--- src/rtl/seq_pkg.sv ---
// rtl/seq_pkg.sv - state encodings, opcode constants and strobe bundle for the instruction sequencer
package seq_pkg;

    typedef enum logic [2:0] {
        ST_FETCH  = 3'd0,
        ST_DECODE = 3'd1,
        ST_EXEC   = 3'd2,
        ST_MEMW   = 3'd3,
        ST_IOW    = 3'd4,
        ST_WB     = 3'd5
    } state_t;

    localparam logic [2:0] OP_ALU   = 3'd0;
    localparam logic [2:0] OP_LOAD  = 3'd1;
    localparam logic [2:0] OP_STORE = 3'd2;
    localparam logic [2:0] OP_IN    = 3'd3;
    localparam logic [2:0] OP_OUT   = 3'd4;
    localparam logic [2:0] OP_JMP   = 3'd5;
    localparam logic [2:0] OP_JC    = 3'd6;
    localparam logic [2:0] OP_BNE   = 3'd7;

    typedef struct packed {
        logic ir_load;
        logic pc_inc;
        logic pc_load;
        logic j;
        logic jc;
        logic ina;
        logic rm;
        logic wm;
        logic sin;
        logic sout;
        logic wr;
        logic neq;
    } strobe_t;

    function automatic logic is_mem_op(input logic [2:0] op);
        return (op == OP_LOAD) || (op == OP_STORE);
    endfunction

endpackage

--- src/rtl/seq_strobe_dec.sv ---
// rtl/seq_strobe_dec.sv - combinational strobe decode from registered state, latched opcode and live handshakes
module seq_strobe_dec
    import seq_pkg::*;
(
    input  state_t      state_i,
    input  logic [2:0]  op_i,
    input  logic        flag_c_i,
    input  logic        flag_z_i,
    input  logic        ack_i,
    input  logic        in_valid_i,
    input  logic        out_ready_i,
    output strobe_t     strb_o
);

    always_comb begin
        strb_o = '0;
        case (state_i)
            ST_FETCH: begin
                strb_o.ir_load = ack_i;
                strb_o.pc_inc  = ack_i;
            end
            ST_EXEC: begin
                case (op_i)
                    OP_ALU: begin
                        strb_o.ina = 1'b1;
                        strb_o.wr  = 1'b1;
                    end
                    OP_JMP: begin
                        strb_o.j       = 1'b1;
                        strb_o.pc_load = 1'b1;
                    end
                    OP_JC: begin
                        strb_o.jc      = 1'b1;
                        strb_o.pc_load = flag_c_i;
                    end
                    OP_BNE: begin
                        strb_o.neq     = 1'b1;
                        strb_o.pc_load = ~flag_z_i;
                    end
                    default: ;
                endcase
            end
            ST_MEMW: begin
                strb_o.rm = ack_i && (op_i == OP_LOAD);
                strb_o.wm = ack_i && (op_i == OP_STORE);
            end
            ST_IOW: begin
                strb_o.sin  = in_valid_i && (op_i == OP_IN);
                strb_o.sout = out_ready_i && (op_i == OP_OUT);
            end
            ST_WB: strb_o.wr = 1'b1;
            default: ;
        endcase
    end

endmodule

--- src/rtl/instr_sequencer.sv ---
// rtl/instr_sequencer.sv - fetch/decode/execute sequencer FSM; SEQ_TIMEOUT_EN adds the wait timeout and seq_err
module instr_sequencer
    import seq_pkg::*;
#(
    parameter int TIMEOUT_CYCLES = 16
) (
    input  logic        clk,
    input  logic        reset_n,
    input  logic [2:0]  opcode,
    input  logic        flag_c,
    input  logic        flag_z,
    input  logic        mem_ack,
    input  logic        io_in_valid,
    input  logic        io_out_ready,
    output logic        mem_req,
    output logic        mem_we,
    output logic        ir_load,
    output logic        pc_inc,
    output logic        pc_load,
    output logic        J,
    output logic        JC,
    output logic        INA,
    output logic        RM,
    output logic        WM,
    output logic        SIN,
    output logic        SOUT,
    output logic        WR,
    output logic        NEQ,
    output logic        seq_err,
    output logic [2:0]  state_o
);

    state_t      state_q, state_d;
    logic [2:0]  op_q, op_d;
    logic        mem_req_q, mem_req_d;
    logic        mem_we_q, mem_we_d;
    logic        ack;
    logic        timeout;
    strobe_t     strb;

    // An ack only counts while a request is actually outstanding.
    assign ack = mem_ack && mem_req_q;

`ifdef SEQ_TIMEOUT_EN
    localparam logic [7:0] TO_LAST = 8'(TIMEOUT_CYCLES - 1);

    logic [7:0] cnt_q, cnt_d;
    logic       seq_err_q;
    logic       waiting;

    assign waiting = (state_q == ST_FETCH) || (state_q == ST_MEMW) || (state_q == ST_IOW);
`else
    logic unused_cfg;
    assign unused_cfg = (TIMEOUT_CYCLES != 0);
`endif

    always_ff @(posedge clk or negedge reset_n) begin
        if (!reset_n) begin
            state_q   <= ST_FETCH;
            op_q      <= OP_ALU;
            mem_req_q <= 1'b0;
            mem_we_q  <= 1'b0;
`ifdef SEQ_TIMEOUT_EN
            cnt_q     <= '0;
            seq_err_q <= 1'b0;
`endif
        end else begin
            state_q   <= state_d;
            op_q      <= op_d;
            mem_req_q <= mem_req_d;
            mem_we_q  <= mem_we_d;
`ifdef SEQ_TIMEOUT_EN
            cnt_q     <= cnt_d;
            seq_err_q <= seq_err_q | timeout;
`endif
        end
    end

    always_comb begin
        state_d = state_q;
        op_d    = op_q;
        timeout = 1'b0;
        case (state_q)
            ST_FETCH:  if (ack) state_d = ST_DECODE;
            ST_DECODE: begin
                op_d    = opcode;
                state_d = ST_EXEC;
            end
            ST_EXEC: begin
                if (is_mem_op(op_q))
                    state_d = ST_MEMW;
                else if ((op_q == OP_IN) || (op_q == OP_OUT))
                    state_d = ST_IOW;
                else
                    state_d = ST_FETCH;
            end
            ST_MEMW:   if (ack) state_d = (op_q == OP_LOAD) ? ST_WB : ST_FETCH;
            ST_IOW: begin
                if ((op_q == OP_IN) && io_in_valid)
                    state_d = ST_WB;
                else if ((op_q == OP_OUT) && io_out_ready)
                    state_d = ST_FETCH;
            end
            ST_WB:     state_d = ST_FETCH;
            default:   state_d = ST_FETCH;
        endcase
`ifdef SEQ_TIMEOUT_EN
        // A wait state that has not progressed by its last allowed cycle is abandoned.
        timeout = waiting && (state_d == state_q) && (cnt_q == TO_LAST);
        if (timeout)
            state_d = ST_FETCH;
        cnt_d = (!waiting || timeout || (state_d != state_q)) ? 8'd0 : cnt_q + 8'd1;
`endif
        mem_req_d = ((state_d == ST_FETCH) || (state_d == ST_MEMW)) && !timeout;
        mem_we_d  = (state_d == ST_MEMW) && (op_q == OP_STORE) && !timeout;
    end

    seq_strobe_dec u_dec (
        .state_i     (state_q),
        .op_i        (op_q),
        .flag_c_i    (flag_c),
        .flag_z_i    (flag_z),
        .ack_i       (ack),
        .in_valid_i  (io_in_valid),
        .out_ready_i (io_out_ready),
        .strb_o      (strb)
    );

    always_comb begin
        mem_req = mem_req_q;
        mem_we  = mem_we_q;
        ir_load = strb.ir_load;
        pc_inc  = strb.pc_inc;
        pc_load = strb.pc_load;
        J       = strb.j;
        JC      = strb.jc;
        INA     = strb.ina;
        RM      = strb.rm;
        WM      = strb.wm;
        SIN     = strb.sin;
        SOUT    = strb.sout;
        WR      = strb.wr;
        NEQ     = strb.neq;
        state_o = state_q;
`ifdef SEQ_TIMEOUT_EN
        seq_err = seq_err_q;
`else
        seq_err = 1'b0;
`endif
    end

endmodule

--- config.mk ---
export PLATFORM = sky130hd
export DESIGN_NAME = instr_sequencer
export DESIGN_NICKNAME = d
export VERILOG_FILES = /design/src/rtl/seq_pkg.sv /design/src/rtl/seq_strobe_dec.sv /design/src/rtl/instr_sequencer.sv
export SDC_FILE = /design/constraint.sdc
export NUM_CORES = 1
export LEC_CHECK = 0
export BUFFER_PORTS_ARGS = -buffer_cell sky130_fd_sc_hd__buf_2
export CAP_MARGIN = 10
export CORE_AREA = 2 2 39 41
export DETAILED_ROUTE_END_ITERATION = 16
export DIE_AREA = 0 0 41 43
export PLACE_DENSITY = 0.73
export SLEW_MARGIN = 10
export SYNTH_ARGS = -nofsm -noshare
export SYNTH_HDL_FRONTEND = slang
export SYNTH_SLANG_ARGS = --single-unit
--- constraint.sdc ---
create_clock -name clk -period 1.7 [get_ports clk]
set_input_delay 0.085 -clock clk [delete_from_list [all_inputs] [get_ports clk]]
set_output_delay 0.085 -clock clk [all_outputs]
set_load 0.02 [all_outputs]
==> run summary <==
Static timing analysis puts the maximum clock frequency at 593 MHz. The max-cap check violation count came out at 0. The count of different cell masters after synthesis came out at 31. The cell count after synthesis is 60. The synthesized area per cell came out at 8.93 um2. The TritonCTS buffer count is 3. The startpoint identified for the worst hold timing path is opcode[1]. The number of pins exceeding their max-slew limit in the final report came out at 0. The largest clock skew in the final design is 0.00419 ns. The register clock-pin slew on the reported worst setup and hold paths is 0.05 ns. The count of clock tree sinks came out at 8. The register bit count reported by yosys is 8. The leakage component of the power came out at 0.000405 uW.

Clock tree synthesis selected as its root buffer the cell sky130_fd_sc_hd__clkbuf_4. The number of antenna violations at the first check in global routing came out at 0. The number of nets at the end of the flow is 107.

The level count of the clock H-tree came out at 1. The time the final worst path needs with I/O delays and setup came out at 1.69 ns. TritonCTS built the clock tree. The type of the most critical hold path is input pin to register. The number of buffers added on ports came out at 26.

The total congestion overflow is 0. STA classifies the critical path endpoint as an output port. In the layout the commonest cells are 24 x sky130_fd_sc_hd__buf_2, 9 x sky130_fd_sc_hd__buf_4, 6 x sky130_fd_sc_hd__nand2_1.

The first global-routing pass estimated 2050 um of wire. Routability-driven placement finished with a final weighted congestion of 0.778. The run finished with clean final reports.

28 I/O pins were placed. The DRC violation count after routing came out at 0. The count of standard-cell rows is 14.

Once layout is done, the placed cells without fillers occupy 817 um2. The area growth from synthesis to layout is 52.6%. Leaving out fill and tap cells, the most frequent cell in the layout is sky130_fd_sc_hd__buf_2. Summed over all layers, the routed wires come to 1420 um. The portion of synthesized cell area occupied by the leading cell type is 37.4%. The area after detailed placement is 673 um2.

The sequential share of the synthesized area came out at 37.4%. In this run the critical register-to-register path is launched from state_o[0]. The proportion of layout cells with a drive suffix above 1 is 61.1%. The number of endpoints with negative hold slack in the final report came to 0. Final hold analysis gives a worst-case slack of 0.0589 ns. The buffer depth of the longest clock path is 2. The total setup violations reported at the end of the flow came out at 0. The element type at the critical path start is a register. The worst-path maximum fanout is 6.

The fill cell total of the finished layout came out at 121. The repair_antennas step left the layout with diodes totalling 0. The worst voltage drop across the vdd grid is 336 uV.

The net count of the mapped netlist is 70. The number of global-route vias before repair came out at 536. The HPWL after detailed placement is 1030 um.

The detail-routed via count per cell came out at 5.34. The synthesis warning total is 0. The maximum number of pins on one net before global-route repair is 9. The number of nets still failing antenna checks after routing came out at 0. The worst setup path is of the register to output port kind. The routed length per placed instance came out at 12.8 um.

The data required time at the worst endpoint is 1.62 ns. The area of the die came out at 0.00176 mm2. The starting utilization of the core area is 38.7%.

In this run the horizontal extent of the chip is 41 um. The total vias in the final route came out at 593. The die extent in y came out at 43 um.

For this design the ratio of total power to cell area is 433 mW/mm2. The share of the cycle needed by the critical path after routing is 99.2%. The most critical setup path has its startpoint at state_o[0]. For the worst-skew pair, the clock arrives at the later sink with an insertion delay of 0.25 ns. The global-route usage over all layers is 17.1%. The cell area that synthesis handed to floorplanning was 536 um2. Ranked by total cell area, the synthesized netlist is headed by sky130_fd_sc_hd__dfrtp_1 37%, sky130_fd_sc_hd__mux2_2 6.3%, sky130_fd_sc_hd__buf_4 4.2%, sky130_fd_sc_hd__nand2_1 4.2%, sky130_fd_sc_hd__nand4_1 3.5%. Setup repair after global routing could not meet its margin everywhere. The number of detailed-route iterations in the first pass is 4. The first routing iteration left 10 violations. Of all cell types, the one taking the most synthesized area is sky130_fd_sc_hd__dfrtp_1.

The region available for standard cell placement spans 0.00138 mm2. The endpoint arrival time on the critical path is 1.60 ns.
## worst max-delay path, cell delays in order (launching register included)
cell and delay [ns]:
sky130_fd_sc_hd__dfrtp_2 0.44, sky130_fd_sc_hd__or4b_4 0.55, sky130_fd_sc_hd__nor3_4 0.13, sky130_fd_sc_hd__a31o_2 0.13, sky130_fd_sc_hd__buf_6 0.11
## state kept, by name, summed over array words and instances, names as in the netlist
register	count
state_o	3
mem_req	1
mem_we	1
op_q	3
## kinds of logic (layout without fill, tap and decap cells)
group | Yosys count | in the layout | synth area share [%]
muxes | 3 | 3 | 6.31
DFF | 8 | 8 | 37.4
AOI/OAI and AO/OA | 9 | 9 | 11.9
buffers and inverters | 8 | 43 | 9.11
and+or+nand+nor | 31 | 31 | 34.6
other | 1 | 1 | 0.700
## Yosys cell counts, drive strengths merged
cell / number
a21oi: 2
a21o: 1
conb: 1
buf: 4
nand2b: 1
a31o: 1
and2: 1
a31oi: 1
mux2: 3
dfrtp: 8
nand4: 3
nor3: 2
nand3b: 2
inv: 4
nor4b: 1
o41ai: 1
nor3b: 1
o21ai: 2
nor4: 1
nor2b: 2
or4: 1
nor2: 4
or4b: 1
or3: 1
nand2: 6
o31ai: 1
or2b: 1
nand3: 3
## final timing paths
check	depth (start not counted)	to	slack, ns
setup / recovery	4	WR	0.01
min in group asynchronous	2	op_q[2]	0.21
setup reg to reg	5	mem_we	0.04
hold / removal	2	op_q[1]	0.06
hold reg to reg	1	op_q[1]	0.56
max in group asynchronous	2	state_o[1]	1.29
## area by class of cell
type | instances | area, um2 | area share [%]
multi-input cells | 44 | 334 | 40.9
repair buffers | 36 | 220 | 27.0
flip-flops and latches | 8 | 205 | 25.1
clock buffers | 3 | 22.5 | 2.76
well taps | 16 | 20.0 | 2.45
inverters | 4 | 15.0 | 1.84
## per-stage QoR
stage	setup TNS, ns	std cells	worst slack, ns	total power (uW)	utilization (%)
after floorplan	0	60	0.0163	199	-
after global placement	0	100	0.219	210	48.6
after detailed placement	0	100	0.156	211	48.6
after CTS	-0.0109	110	-0.0109	361	55.9
after global routing	-0.155	111	-0.0658	378	59.0
final	0	111	0.0130	354	59.0
## routing by layer
| metal | vias up | part of all wire (%) | track usage (%) |
|---|---|---|---|
| li1 | 285 | - | - |
| met5 | - | 0 | 0 |
| met2 | 22 | 53 | 28.1 |
| met3 | 2 | 5.0 | 6.28 |
| met4 | 0 | 0.56 | 4.00 |
| met1 | 284 | 41 | 20.0 |
## repair_timing
action,4_1_cts,5_1_grt
hold buffers,1,0
pin swaps,1,1
setup endpoints to repair,2,7
hold endpoints to repair,8,0
resized for setup,7,9
setup buffers,6,1
## power by group
group | internal (uW) | total [uW] | switching [uW]
sequential | 191 | 191 | 0
combinational | 9.32 | 18.3 | 8.97
clock | 80.8 | 145 | 64.4
total | 281 | 354 | 73.4
Note: power is estimated with default switching activity, not from simulation.
